`src/rtl/dac_wavegen_pkg.sv`:
```
// Shared definitions for the DAC waveform generator.
// - wave_e       : waveform select encoding carried on the config bus
// - DacMidscale  : unsigned DAC code for 0 V (output while disabled)
// - wave_value() : maps an 8-bit output phase to a DAC code
// - gen_sine_table() : builds the 256x8 sine ROM contents at elaboration time
package dac_wavegen_pkg;

  typedef enum logic [1:0] {
    WaveSquare = 2'd0,
    WaveSaw    = 2'd1,
    WaveTri    = 2'd2,
    WaveSine   = 2'd3
  } wave_e;

  localparam logic [7:0] DacMidscale = 8'h80;

  // Fixed-point precision for the elaboration-time sine evaluation.
  localparam int unsigned SineQ = 30;
  // round(pi * 2^SineQ)
  localparam longint PiQ = 64'sd3373259426;

  function automatic logic [7:0] wave_value(wave_e w, logic [7:0] p, logic [7:0] sine);
    logic [7:0] v;
    v = DacMidscale;
    unique case (w)
      WaveSquare: v = p[7] ? 8'h00 : 8'hFF;
      WaveSaw:    v = p;
      WaveTri:    v = p[7] ? {~p[6:0], 1'b0} : {p[6:0], 1'b0};
      WaveSine:   v = sine;
    endcase
    return v;
  endfunction

  // Entry p = round(127.5 + 127.5*sin(2*pi*p/256)), packed as byte p of the result.
  // Integer Taylor series on the first quadrant, mirrored; rounding is half-up so the
  // exact ties at p=0 and p=128 both give 0x80.
  function automatic logic [2047:0] gen_sine_table();
    logic [2047:0] tbl;
    longint        q;
    longint        x;
    longint        x2;
    longint        term;
    longint        sum;
    longint        scaled;
    longint        val;
    tbl = '0;
    for (int p = 0; p < 256; p++) begin
      q = longint'(p % 128);
      if (q > 64'sd64) q = 64'sd128 - q;
      x    = (PiQ * q) / 64'sd128;
      x2   = (x * x) >>> SineQ;
      term = x;
      sum  = x;
      for (longint n = 1; n <= 8; n++) begin
        term = -((term * x2) >>> SineQ) / ((64'sd2 * n) * (64'sd2 * n + 64'sd1));
        sum  = sum + term;
      end
      // 127.5*|sin| with SineQ+1 fractional bits
      scaled = 64'sd255 * sum;
      if (p < 128) begin
        val = 64'sd128 + (scaled >>> (SineQ + 1));
      end else begin
        val = 64'sd128 - ((scaled + (64'sd1 <<< (SineQ + 1)) - 64'sd1) >>> (SineQ + 1));
      end
      tbl[p*8 +: 8] = val[7:0];
    end
    return tbl;
  endfunction

endpackage

```
`src/rtl/dac_wavegen_if.sv`:
```
// Config handshake and DAC output bundle of the waveform generator.
// - master : config source / DAC consumer (drives cfg_*, observes outputs)
// - slave  : dac_wavegen itself
interface dac_wavegen_if #(
  parameter int unsigned PHASE_W = 24
);
  logic               cfg_valid;
  logic               cfg_ready;
  logic               cfg_enable;
  logic [1:0]         cfg_wave;
  logic [PHASE_W-1:0] cfg_step;
  logic               dac_clk;
  logic [7:0]         dac_data;
  logic               sample_strobe;
  logic               sync;

  modport master (
    output cfg_valid, cfg_enable, cfg_wave, cfg_step,
    input  cfg_ready, dac_clk, dac_data, sample_strobe, sync
  );

  modport slave (
    input  cfg_valid, cfg_enable, cfg_wave, cfg_step,
    output cfg_ready, dac_clk, dac_data, sample_strobe, sync
  );
endinterface

```
`src/rtl/dac_wavegen_sine_rom.sv`:
```
// 256x8 sine lookup with one cycle of read latency.
// - iClk  : clock
// - iAddr : 8-bit output phase
// - oData : round(127.5 + 127.5*sin(2*pi*iAddr/256)), registered
module dac_wavegen_sine_rom
  import dac_wavegen_pkg::*;
(
  input  logic       iClk,
  input  logic [7:0] iAddr,
  output logic [7:0] oData
);
  localparam logic [2047:0] SineTable = gen_sine_table();

  always_ff @(posedge iClk) begin
    oData <= SineTable[{iAddr, 3'b000} +: 8];
  end
endmodule

```
`src/rtl/dac_wavegen.sv`:
```
// DDS waveform generator driving a parallel 8-bit DAC.
// - iClk, iRst : system clock, synchronous active-high reset
// - bus.cfg_*  : config word (enable, wave, step) with valid/ready handshake
// - bus.dac_clk, bus.dac_data : DAC sample clock (iClk/CLK_DIV) and sample
// - bus.sample_strobe : 1-cycle pulse when dac_data updates
// - bus.sync   : pulse with the strobe on the sample whose phase add wraps
// A new config is held pending and only takes over at a period boundary so the
// output stays phase-coherent.
module dac_wavegen
  import dac_wavegen_pkg::*;
#(
  parameter int unsigned CLK_DIV = 4,
  parameter int unsigned PHASE_W = 24
) (
  input  logic iClk,
  input  logic iRst,
  dac_wavegen_if.slave bus
);
  localparam int unsigned     DivW    = (CLK_DIV > 1) ? $clog2(CLK_DIV) : 1;
  localparam logic [DivW-1:0] DivLast = DivW'(CLK_DIV - 1);
  localparam logic [DivW-1:0] DivHalf = DivW'(CLK_DIV / 2 - 1);

  logic [DivW-1:0]    div_cnt_d, div_cnt_q;
  logic               strobe_d, strobe_q;
  logic               dac_clk_d, dac_clk_q;
  logic [7:0]         data_d, data_q;
  logic               sync_d, sync_q;
  logic [PHASE_W-1:0] phase_d, phase_q;

  logic               act_en_d, act_en_q;
  wave_e              act_wave_d, act_wave_q;
  logic [PHASE_W-1:0] act_step_d, act_step_q;

  logic               pend_valid_d, pend_valid_q;
  logic               pend_en_d, pend_en_q;
  wave_e              pend_wave_d, pend_wave_q;
  logic [PHASE_W-1:0] pend_step_d, pend_step_q;

  logic [PHASE_W-1:0] phase_sum;
  logic               carry;
  logic [7:0]         p_top;
  logic [7:0]         sine_data;
  logic               load;
  logic               accept;
  logic               apply;

  assign {carry, phase_sum} = {1'b0, phase_q} + {1'b0, act_step_q};
  assign p_top              = phase_q[PHASE_W-1 -: 8];

  // Output registers load on the last divider count so the new sample is visible
  // during the tick cycle (div_cnt==0); phase and config advance at the end of it.
  assign load   = (div_cnt_q == DivLast);
  assign accept = bus.cfg_valid & ~pend_valid_q;
  assign apply  = strobe_q & pend_valid_q & (carry | (act_step_q == '0) | ~act_en_q);

  // Phase is stable for CLK_DIV-1 cycles before each load, covering the ROM latency.
  dac_wavegen_sine_rom u_sine_rom (
    .iClk  (iClk),
    .iAddr (p_top),
    .oData (sine_data)
  );

  always_comb begin
    div_cnt_d    = load ? '0 : div_cnt_q + 1'b1;
    strobe_d     = load;
    dac_clk_d    = dac_clk_q;
    data_d       = data_q;
    sync_d       = 1'b0;
    phase_d      = phase_q;
    act_en_d     = act_en_q;
    act_wave_d   = act_wave_q;
    act_step_d   = act_step_q;
    pend_valid_d = pend_valid_q;
    pend_en_d    = pend_en_q;
    pend_wave_d  = pend_wave_q;
    pend_step_d  = pend_step_q;

    if (load) begin
      dac_clk_d = 1'b0;
    end else if (div_cnt_q == DivHalf) begin
      dac_clk_d = 1'b1;
    end

    if (load) begin
      data_d = act_en_q ? wave_value(act_wave_q, p_top, sine_data) : DacMidscale;
      sync_d = act_en_q & carry;
    end

    if (strobe_q) begin
      phase_d = act_en_q ? phase_sum : '0;
    end

    if (apply) begin
      act_en_d     = pend_en_q;
      act_wave_d   = pend_wave_q;
      act_step_d   = pend_step_q;
      pend_valid_d = 1'b0;
    end

    // accept needs pend_valid_q==0 and apply needs it ==1, so they never collide.
    if (accept) begin
      pend_valid_d = 1'b1;
      pend_en_d    = bus.cfg_enable;
      pend_wave_d  = wave_e'(bus.cfg_wave);
      pend_step_d  = bus.cfg_step;
    end
  end

  always_ff @(posedge iClk) begin
    if (iRst) begin
      div_cnt_q    <= '0;
      strobe_q     <= 1'b0;
      dac_clk_q    <= 1'b0;
      data_q       <= DacMidscale;
      sync_q       <= 1'b0;
      phase_q      <= '0;
      act_en_q     <= 1'b0;
      act_wave_q   <= WaveSquare;
      act_step_q   <= '0;
      pend_valid_q <= 1'b0;
      pend_en_q    <= 1'b0;
      pend_wave_q  <= WaveSquare;
      pend_step_q  <= '0;
    end else begin
      div_cnt_q    <= div_cnt_d;
      strobe_q     <= strobe_d;
      dac_clk_q    <= dac_clk_d;
      data_q       <= data_d;
      sync_q       <= sync_d;
      phase_q      <= phase_d;
      act_en_q     <= act_en_d;
      act_wave_q   <= act_wave_d;
      act_step_q   <= act_step_d;
      pend_valid_q <= pend_valid_d;
      pend_en_q    <= pend_en_d;
      pend_wave_q  <= pend_wave_d;
      pend_step_q  <= pend_step_d;
    end
  end

  assign bus.cfg_ready     = ~pend_valid_q;
  assign bus.dac_clk       = dac_clk_q;
  assign bus.dac_data      = data_q;
  assign bus.sample_strobe = strobe_q;
  assign bus.sync          = sync_q;

endmodule

```
`src/flat_wrapper.sv`:
```
// flat-port wrapper written by rule: the top's interface ports become plain ports
module dac_wavegen_flat import dac_wavegen_pkg::*;
#(
  parameter int unsigned CLK_DIV = 4,
  parameter int unsigned PHASE_W = 24
)
  (iClk, iRst, bus_cfg_valid, bus_cfg_enable, bus_cfg_wave, bus_cfg_step, bus_cfg_ready, bus_dac_clk, bus_dac_data, bus_sample_strobe, bus_sync);
  dac_wavegen_if #(.PHASE_W(PHASE_W)) bus_i ();
  input  logic iClk;
  input  logic iRst;
  input wire logic [$bits(bus_i.cfg_valid)-1:0] bus_cfg_valid;
  input wire logic [$bits(bus_i.cfg_enable)-1:0] bus_cfg_enable;
  input wire logic [$bits(bus_i.cfg_wave)-1:0] bus_cfg_wave;
  input wire logic [$bits(bus_i.cfg_step)-1:0] bus_cfg_step;
  output wire logic [$bits(bus_i.cfg_ready)-1:0] bus_cfg_ready;
  output wire logic [$bits(bus_i.dac_clk)-1:0] bus_dac_clk;
  output wire logic [$bits(bus_i.dac_data)-1:0] bus_dac_data;
  output wire logic [$bits(bus_i.sample_strobe)-1:0] bus_sample_strobe;
  output wire logic [$bits(bus_i.sync)-1:0] bus_sync;
  assign bus_i.cfg_valid = bus_cfg_valid;
  assign bus_i.cfg_enable = bus_cfg_enable;
  assign bus_i.cfg_wave = bus_cfg_wave;
  assign bus_i.cfg_step = bus_cfg_step;
  assign bus_cfg_ready = bus_i.cfg_ready;
  assign bus_dac_clk = bus_i.dac_clk;
  assign bus_dac_data = bus_i.dac_data;
  assign bus_sample_strobe = bus_i.sample_strobe;
  assign bus_sync = bus_i.sync;
  dac_wavegen #(.CLK_DIV(CLK_DIV), .PHASE_W(PHASE_W)) u_core (.iClk(iClk), .iRst(iRst), .bus(bus_i));
endmodule
```
`config.mk`:
```
export PLATFORM = sky130hd
export DESIGN_NAME = dac_wavegen_flat
export DESIGN_NICKNAME = d
export VERILOG_FILES = /design/src/rtl/dac_wavegen_pkg.sv /design/src/rtl/dac_wavegen_if.sv /design/src/rtl/dac_wavegen_sine_rom.sv /design/src/rtl/dac_wavegen.sv /design/src/flat_wrapper.sv
export SDC_FILE = /design/constraint.sdc
export NUM_CORES = 1
export LEC_CHECK = 0
export CAP_MARGIN = 20
export CORE_MARGIN = 10
export CORE_UTILIZATION = 62
export CTS_BUF_LIST = sky130_fd_sc_hd__clkbuf_8
export DETAILED_ROUTE_END_ITERATION = 8
export PLACE_DENSITY = 0.9
export RECOVER_POWER = 100
export SETUP_SLACK_MARGIN = 0.02
export SLEW_MARGIN = 20
export SYNTH_ARGS = -nofsm -noshare
export SYNTH_HDL_FRONTEND = slang
export SYNTH_SLANG_ARGS = --single-unit
export TNS_END_PERCENT = 20
```
`constraint.sdc`:
```
create_clock -name iClk -period 3.4 [get_ports iClk]
set_input_delay 0.51 -clock iClk [delete_from_list [all_inputs] [get_ports iClk]]
set_output_delay 0.51 -clock iClk [all_outputs]
set_load 0.05 [all_outputs]
```
==> Yosys cells after proc, flatten, opt, wreduce, memory -nomap -nowiden <==
Index checks and enable logic that the tools add are counted.
{ "word_totals": {"elab_cells": 44, "regBits": 100, "output_inout_bits": 12} }
{ "classes": {"n_addsub": 2, "bitwise": 10, "n_mux": 7, "shifts": 1, "eq_ne": 5, "reduce_logical": 5} }
{ "op_table": {"columns": ["op", "count"], "rows": [
  ["$shiftx 2048x12->8 const A", 1],
  ["$pmux 8 s4", 1],
  ["$add 24x24->25", 1],
  ["$logic_not 24->1", 1],
  ["$mux 24", 1],
  ["$mux 8", 3],
  ["$not 7->7", 1],
  ["$eq 2x2->1 const B", 3],
  ["$and 1x1->1", 4],
  ["$eq 2x1->1 const B", 2],
  ["$reduce_or 2->1", 2],
  ["$not 1->1", 3],
  ["$add 2x1->2 const B", 1],
  ["$logic_not 2->1", 1],
  ["$mux 1", 2],
  ["$or 1x1->1", 2],
  ["$reduce_bool 2->1", 1]
]} }

==> Longest topological paths before layout <==
Gate-level depths: netlist of the first run.
{ "logic_depth": {"depth_word": 6, "ltp_mapped": 12} }

==> Hierarchy <==
From an unflattened synthesis of the first run, not the netlist that was laid out.
{ "unflattened": {"hier_cells": 894, "area_unflattened_um2": 6956.7} }
{ "by_module_without_submodules": {"columns": ["mod", "cells_per_inst", "area_each_um2", "n_inst", "seq_area_each_um2"], "rows": [
  ["dac_wavegen", 551, 4717.0, 1, 1841.8],
  ["dac_wavegen_sine_rom", 343, 2239.6, 1, 160.2]
]} }

==> Least setup slack after synthesis of the first run <==
OpenSTA, ideal clock, no wires.
{ "synth_path": {"path_kind": "register -> register", "startpoint": "reg u_core.phase_q[17]", "endpoint": "reg u_core.u_sine_rom.oData[1]", "path_stages_with_launch": 12, "synth_period_minus_slack_ns": 2.523, "setup_slack_ns": 0.877, "t_arrival_ns": 2.375, "required_time_ns": 3.252, "setup_time_ns": 0.148, "path_buffers": 2, "path_cell_list": "dfxtp_1 -> clkbuf_1 -> inv_1 -> ha_1 -> clkbuf_1 -> nor2_1 -> a211oi_1 -> o21ai_0 -> a21oi_1 -> a21boi_0 -> o41ai_1 -> o311ai_0"} }
{ "synth_between": {"elab_chain_len": 1} }
{ "synth_lines": {"columns": ["element", "line_no", "text"], "rows": [
  ["from (decl)", "dac_wavegen.sv:28", "logic [PHASE_W-1:0] phase_d, phase_q;"],
  ["from (signal assigned)", "dac_wavegen.sv:130", "phase_q <= phase_d;"],
  ["$shiftx 2048x12->8", "dac_wavegen_sine_rom.sv:15", "oData <= SineTable[{iAddr, 3'b000} +: 8];"],
  ["to (signal assigned)", "dac_wavegen_sine_rom.sv:15", null],
  ["to (decl)", "dac_wavegen_sine_rom.sv:10", "output logic [7:0] oData"]
]} }
No other way between the ends.
A chain may end at the register's enable or synchronous reset.

==> Final worst setup path of the first run <==
{ "layout_path": {"startpoint": "reg u_core.phase_q[17]", "endpoint": "reg u_core.u_sine_rom.oData[3]"} }
The elaborated chain is that of the path after synthesis.

==> flow_summary_export.csv, run 1 <==
group,metric,value,unit
yosys,synthDistinctLibCells,69,
yosys,yosysTopAreaCellShare,0.293,
placement,dp_hpwl,12.9,mm
critical_path,r2r_slack,0.40,ns
power_and_ir_drop,p_leak,2.89,nW
clocking,ctsHoldBuffers,0,
outcome,outcome,"completed",
critical_path,required,3.67,ns
final_layout,finish.utilization,0.687,
worst_hold_path,min_path_cells,1,
critical_path,crit_arrival,3.27,ns
yosys,synthFlopType,"dfxtp_1",
clocking,path_clk_slew,0.09,ns
drt,vias,6621,
sta,final-hold-violation-count,0,
critical_path,cp_cell_sequence,"inv_1 -> clkbuf_1 -> ha_1 -> clkbuf_1 -> inv_1 -> mux4_2 -> nand2b_1 -> a21o_1 -> a32o_1 -> o21ai_1",
grt,antenna_found_initial,0,
critical_path,worstReg2RegEnd,"u_core.u_sine_rom.oData[3]$_DFF_P_",
clocking,cts_resized,0,
critical_path,crit_fanout,10,
yosys,post-synth-top-area-cell,"dfxtp_1",
drt,ant_nets,0,
power_and_ir_drop,power_density,294,nW/um^2
grt,grt_max_degree,66,
grt,gr-total-overflow,0,
clocking,cts_tree,"yes",
yosys,ys_warn_count,0,
yosys,avgSynthCellArea,7.67,sq um
grt,grt_pass1_vias,6145,
sta,slew_headroom,0.128,
final_layout,fin_nets,962,
worst_hold_path,min_to,"u_core.bus.dac_data[4]$_SDFFE_PP0P_",
drt,routedWlPerCell,17.9,um
yosys,syn-num-nets,962,
worst_hold_path,hp-class,"flip-flop to flip-flop",
yosys,synth_area,6830,sq um
flow_run,drv_cap,0,
die,die_x,125,um
sta,post-route-period-util,0.883,
critical_path,ff2ff_path_depth,10,
clocking,ctsHtreeMaxLevel,3,
final_layout,num_antenna_cells,0,
yosys,synth-xor-area-share,0.0372,
sta,tns,0,ns
sta,setup_viol,0,
die,core_area,10800,sq um
final_layout,num-fill-cells,868,
power_and_ir_drop,peakVddDrop,338,uV
yosys,synth_area_leaders,"dfxtp_1 29%, ha_1 7.5%, nand2_1 6.9%",
critical_path,worst_setup_path_end_kind,"flip-flop",
grt,grt_pass1_wl,30.5,mm
critical_path,critPathSlowestCell,"mux4_2",
yosys,synth_compound_area_frac,0.262,
sta,max_freq,333,MHz
yosys,ys_ff_latch,100,
yosys,yosys-mux-area-fraction,0.0770,
grt,track_usage,0.225,
yosys,synth_top_family_by_area,"compound AO/OA/AOI/OAI gates",
die,start_util,0.633,
drt,routed_wl,18.5,mm
yosys,synthCells,890,
die,die_h,125,um
drt,vias_per_cell,6.40,
clocking,clock_latency,0.38,ns
die,rows,38,
sta,final.min_clock_period,3.00,ns
drt,first_iter_violations,879,
critical_path,regToRegStartpoint,"u_core.phase_q[17]$_SDFFE_PP0P_",
yosys,synthAdderAreaFrac,0.0781,
clocking,numCtsBuffers,9,
sta,finalClockSkew,0.0162,ns
yosys,seq_area_frac_synth,0.293,
critical_path,slowest_delay,0.48,ns
critical_path,worstSetupPathType,"flip-flop to flip-flop",
sta,slew_violations,0,
worst_hold_path,min_from,"u_core.bus.dac_data[4]$_SDFFE_PP0P_",
placement,port_buffers,41,
critical_path,startpoint_type,"flip-flop",
yosys,yosys.area_share.simple,0.191,
drt,drc_errors,0,
final_layout,syn_to_final_growth,8.60,%
die,die-area,15600,sq um
yosys,synth-async-reset-ratio,0,
placement,place_congestion,0.957,
sta,worst_slew_pin_slew,1.31,ns
clocking,cts.sinks,100,
clocking,postCtsSetupBuffers,0,
die,io-pin-count,42,
final_layout,drive_above_1_share,0.0514,
clocking,cts_buffer_depth,2,
yosys,synth_edf_count,0,
sta,rsz0062_at_grt,"no",
drt,drt_first_pass_iters,6,
clocking,ctsRootBufferMaster,"clkbuf_8",
-- registers in the layout (all words and copies together) (netlist names), 2 cells and up --
register / cells
u_core.act_step_q: 24
u_core.pend_step_q: 24
u_core.phase_q: 24
u_core.bus.dac_data: 8
u_core.u_sine_rom.oData: 8
u_core.act_wave_q: 2
u_core.div_cnt_q: 2
u_core.pend_wave_q: 2
-- kinds of logic (layout without fill, tap and decap cells) --
kind of cell | count (synthesis) | count (layout)
compound gates | 286 | 286
xor+xnor | 29 | 29
fa+ha+maj | 42 | 42
buf+inv | 94 | 99
flops | 100 | 100
mux | 46 | 46
simple gates | 293 | 293
-- worst max path at each step --
stage,start,depth (start not counted),endpoint,slack (ns)
6_report,u_core.phase_q[17]$_SDFFE_PP0P_,10,u_core.u_sine_rom.oData[3]$_DFF_P_,0.40
4_1_cts,u_core.act_step_q[0]$_SDFFE_PP0P_,11,u_core.act_step_q[14]$_SDFFE_PP0P_,0.56
3_5_place_dp,u_core.act_step_q[0]$_SDFFE_PP0P_,11,u_core.act_step_q[2]$_SDFFE_PP0P_,0.64
5_1_grt,u_core.act_step_q[0]$_SDFFE_PP0P_,11,u_core.act_step_q[14]$_SDFFE_PP0P_,0.19
2_1_floorplan,u_core.phase_q[17]$_SDFFE_PP0P_,11,u_core.u_sine_rom.oData[1]$_DFF_P_,0.88
3_3_place_gp,u_core.act_step_q[0]$_SDFFE_PP0P_,11,u_core.act_wave_q[0]$_SDFFE_PP0P_,0.76
-- placed cells by master (no fill, tap or decap), types with 10 or more instances in the layout --
master and n:
a211oi_1 11, buf_4 13, a21o_1 15, a31oi_1 10, dfxtp_1 98, inv_1 25, nor2_1 79, nand3_1 16
a21oi_1 95, xor2_1 15, nand2b_1 14, clkdlybuf4s50_1 27, xnor2_1 14, nor3_1 16, o211ai_1 10, nand2_1 125
o21ai_0 73, nor2b_1 11, mux2i_1 39, ha_1 41, dlygate4sd3_1 13
-- layout make-up --
cell class	instances	area, sq um	area share
clock buffer	9	124	0.0167
clock inverter	7	98.8	0.0133
inverter	25	93.8	0.0127
multi-input combinational	696	4400	0.593
sequential	100	2000	0.270
tap	140	175	0.0236
timing repair buffer	58	519	0.0700
-- critical path, delay by kind of cell (launching register included) --
| family | cells | cell delay [ns] |
|---|---|---|
| AO/OA/AOI/OAI | 3 | 0.60 |
| adder cells (fa/ha/maj) | 1 | 0.44 |
| buffers and inverters | 4 | 0.91 |
| flip-flops | 1 | 0.32 |
| multiplexers | 1 | 0.48 |
| AND/OR/NAND/NOR | 1 | 0.16 |
-- power breakdown --
part	internal [W]	switching (W)
sequential	0.00120	0.0000159
combinational	0.0000570	0.0000720
clock	0.000419	0.000423
-- per-stage QoR --
step | setup slack [ns] | instance area, sq um | hold slack, ns | power [W] | instances
after CTS | 0.563 | 7440 | 0.461 | 0.00220 | 1035
after floorplan | 0.877 | 6830 | 0.429 | 0.00131 | 890
final | 0.398 | 7410 | 0.452 | 0.00218 | 1035
after global routing | 0.195 | 7410 | 0.483 | 0.00225 | 1035
after detailed placement | 0.637 | 7220 | 0.439 | 0.00137 | 1019
after global placement | 0.760 | 7220 | 0.433 | 0.00136 | 1019
-- per-layer routing --
layer	GRT usage	routed length, um	vias up
li1	-	-	3196
met1	0.295	7980	3078
met2	0.358	8570	307
met3	0.0600	1620	40
met4	0.0657	340	0
met5	0	0	-
-- synth_stat cells (11+ instances only) --
| cell type | number |
|---|---|
| inv_1 | 24 |
| a21oi_1 | 93 |
| a211oi_1 | 11 |
| nor2_1 | 79 |
| clkbuf_1 | 40 |
| o21ai_0 | 73 |
| mux2i_1 | 39 |
| ha_1 | 41 |
| nor2b_1 | 11 |
| nand3_1 | 16 |
| buf_2 | 18 |
| a21o_1 | 15 |
| nand2b_1 | 14 |
| xor2_1 | 15 |
| xnor2_1 | 14 |
| nor3_1 | 16 |
| nand2_1 | 125 |
| dfxtp_1 | 100 |
No activity file was read; power rests on OpenSTA's default activity.
==> run 2: changes to the inputs <==
--- a/config.mk
+++ b/config.mk
@@ -13,7 +13,7 @@
 export PLACE_DENSITY = 0.9
 export RECOVER_POWER = 100
 export SETUP_SLACK_MARGIN = 0.02
-export SLEW_MARGIN = 20
+export SLEW_MARGIN = 15
 export SYNTH_ARGS = -nofsm -noshare
 export SYNTH_HDL_FRONTEND = slang
 export SYNTH_SLANG_ARGS = --single-unit
==> results of run 2 <==
Final layout, timing and power as in run 1 (identical DEF).
==> run 3: changes to the inputs <==
--- a/config.mk
+++ b/config.mk
@@ -7,10 +7,10 @@
 export LEC_CHECK = 0
 export CAP_MARGIN = 20
 export CORE_MARGIN = 10
-export CORE_UTILIZATION = 62
+export CORE_UTILIZATION = 50
 export CTS_BUF_LIST = sky130_fd_sc_hd__clkbuf_8
 export DETAILED_ROUTE_END_ITERATION = 8
-export PLACE_DENSITY = 0.9
+export PLACE_DENSITY = 0.76
 export RECOVER_POWER = 100
 export SETUP_SLACK_MARGIN = 0.02
 export SLEW_MARGIN = 15
==> run 3 against run 2 <==
Compared with the run above: clock power increased by 0.6%; final area increased by 1.1%; routed wire length decreased by 3.6%; non-clock buffer count increased by 2; via count decreased by 1.3%; power increased by 0.16%; utilization decreased by 12 points; critical path type unchanged; critical endpoint is now u_core.act_step_q[0]$_SDFFE_PP0P_; highest routed layer unchanged.
==> flow_summary_export.csv, run 3 (synthesized netlist as in run 1, its figures left out) <==
group,metric,value,unit
sta,final.min_clock_period,2.88,ns
die,core_area,13300,sq um
die,start_util,0.513,
flow_run,drv_cap,0,
clocking,numCtsBuffers,9,
power_and_ir_drop,p_leak,2.90,nW
final_layout,num_antenna_cells,0,
die,die-area,18700,sq um
placement,place_congestion,0.939,
sta,tns,0,ns
final_layout,layout_commonest_cell,"nand2_1",
worst_hold_path,hp-class,"flip-flop to flip-flop",
die,io-pin-count,42,
sta,slew_headroom,0.172,
grt,gr-total-overflow,0,
final_layout,drive_above_1_share,0.0557,
clocking,clock_latency,0.38,ns
sta,worst_slew_pin_slew,1.24,ns
drt,drt_first_pass_iters,5,
drt,vias_per_cell,6.09,
power_and_ir_drop,power_density,292,nW/um^2
placement,pre_cts_ws,0.640,ns
drt,vias,6533,
placement,port_buffers,41,
grt,antenna_found_initial,0,
grt,grt_max_degree,66,
drt,first_iter_violations,716,
die,die_h,137,um
drt,ant_nets,0,
final_layout,final_cell_mix,"125 x nand2_1, 97 x dfxtp_1, 95 x a21oi_1, 79 x nor2_1, 74 x o21ai_0",
clocking,cts_buffer_depth,2,
sta,rsz0062_at_grt,"no",
outcome,outcome,"completed",
clocking,cts_resized,0,
critical_path,crit_arrival,3.13,ns
drt,routedWlPerCell,16.6,um
sta,max_freq,348,MHz
sta,finalClockSkew,0.0109,ns
placement,dp_hpwl,12.8,mm
clocking,cts_tree,"yes",
clocking,ctsHtreeMaxLevel,3,
clocking,path_clk_slew,0.10,ns
die,die_x,137,um
grt,track_usage,0.188,
final_layout,reg_top3,"u_core.act_step_q (24), u_core.pend_step_q (24), u_core.phase_q (24)",
sta,post-route-period-util,0.846,
placement,placed_cell_area,7290,sq um
sta,final-hold-violation-count,0,
final_layout,syn_to_final_growth,9.75,%
final_layout,fin_nets,964,
critical_path,required,3.65,ns
critical_path,startpoint_type,"flip-flop",
grt,grt_pass1_wl,29.2,mm
drt,routed_wl,17.8,mm
sta,setup_viol,0,
sta,slew_violations,0,
drt,drc_errors,0,
critical_path,worstSetupPathType,"flip-flop to flip-flop",
die,rows,42,
clocking,ctsRootBufferMaster,"clkbuf_8",
clocking,cts.sinks,100,
critical_path,crit_fanout,27,
clocking,postCtsSetupBuffers,0,
critical_path,worst_setup_path_end_kind,"flip-flop",
sta,layout_setup_ws,0.524,ns
final_layout,design_area,7490,sq um
clocking,ctsHoldBuffers,0,
grt,grt_pass1_vias,5816,
power_and_ir_drop,peakVddDrop,250,uV
power_and_ir_drop,power.total,0.00219,W
run 3: per-layer routing:
| layer | wire, um | track usage |
|---|---|---|
| met3 | 1130 | 0.0370 |
| met5 | 0 | 0 |
| met2 | 8200 | 0.299 |
| met4 | 299 | 0.0550 |
| met1 | 8210 | 0.251 |
run 3: worst paths after layout:
kind / startpoint / endpoint / cells after the start / slack [ns]
max: u_core.act_step_q[0]$_SDFFE_PP0P_ / u_core.act_step_q[0]$_SDFFE_PP0P_ / 11 / 0.52
min: u_core.bus.dac_data[6]$_SDFFE_PP0P_ / u_core.bus.dac_data[6]$_SDFFE_PP0P_ / 1 / 0.46
max reg2reg: u_core.act_step_q[0]$_SDFFE_PP0P_ / u_core.act_step_q[0]$_SDFFE_PP0P_ / 11 / 0.52
min reg2reg: u_core.bus.dac_data[6]$_SDFFE_PP0P_ / u_core.bus.dac_data[6]$_SDFFE_PP0P_ / 1 / 0.46
run 3: report_power, final:
| part | total (W) | internal, W | switching, W | leakage (nW) |
|---|---|---|---|---|
| Clock | 0.000848 | 0.000419 | 0.000428 | 0.109 |
| Sequential | 0.00121 | 0.00120 | 0.0000164 | 0.812 |
| Combinational | 0.000127 | 0.0000570 | 0.0000700 | 1.98 |
| Total | 0.00219 | 0.00167 | 0.000515 | 2.90 |
run 3: worst max-delay path, stage by stage (launching register included):
cell,delay [ns]
dfxtp_1,0.39
ha_1,0.20
inv_1,0.06
fa_1,0.37
nor2b_1,0.19
o211ai_1,0.13
a21oi_1,0.25
o2111ai_1,0.26
a21oi_4,0.17
buf_4,0.41
mux2i_1,0.25
nor2_1,0.06
run 3: final cells by class:
type	instances	area (sq um)
clock buffers	9	124
clock inverters	7	98.8
fillers	1239	5800
inverters	25	93.8
multi-input cells	696	4400
flip-flops and latches	100	2010
well taps	176	220
repair buffers	60	549
run 3: stage by stage:
stage / hold WS, ns / util / instances
6_report: 0.455 / 0.564 / 1073
2_1_floorplan: 0.429 / - / 890
5_1_grt: 0.472 / 0.564 / 1073
4_1_cts: 0.460 / 0.565 / 1073
3_3_place_gp: 0.432 / 0.549 / 1057
3_5_place_dp: 0.440 / 0.549 / 1057
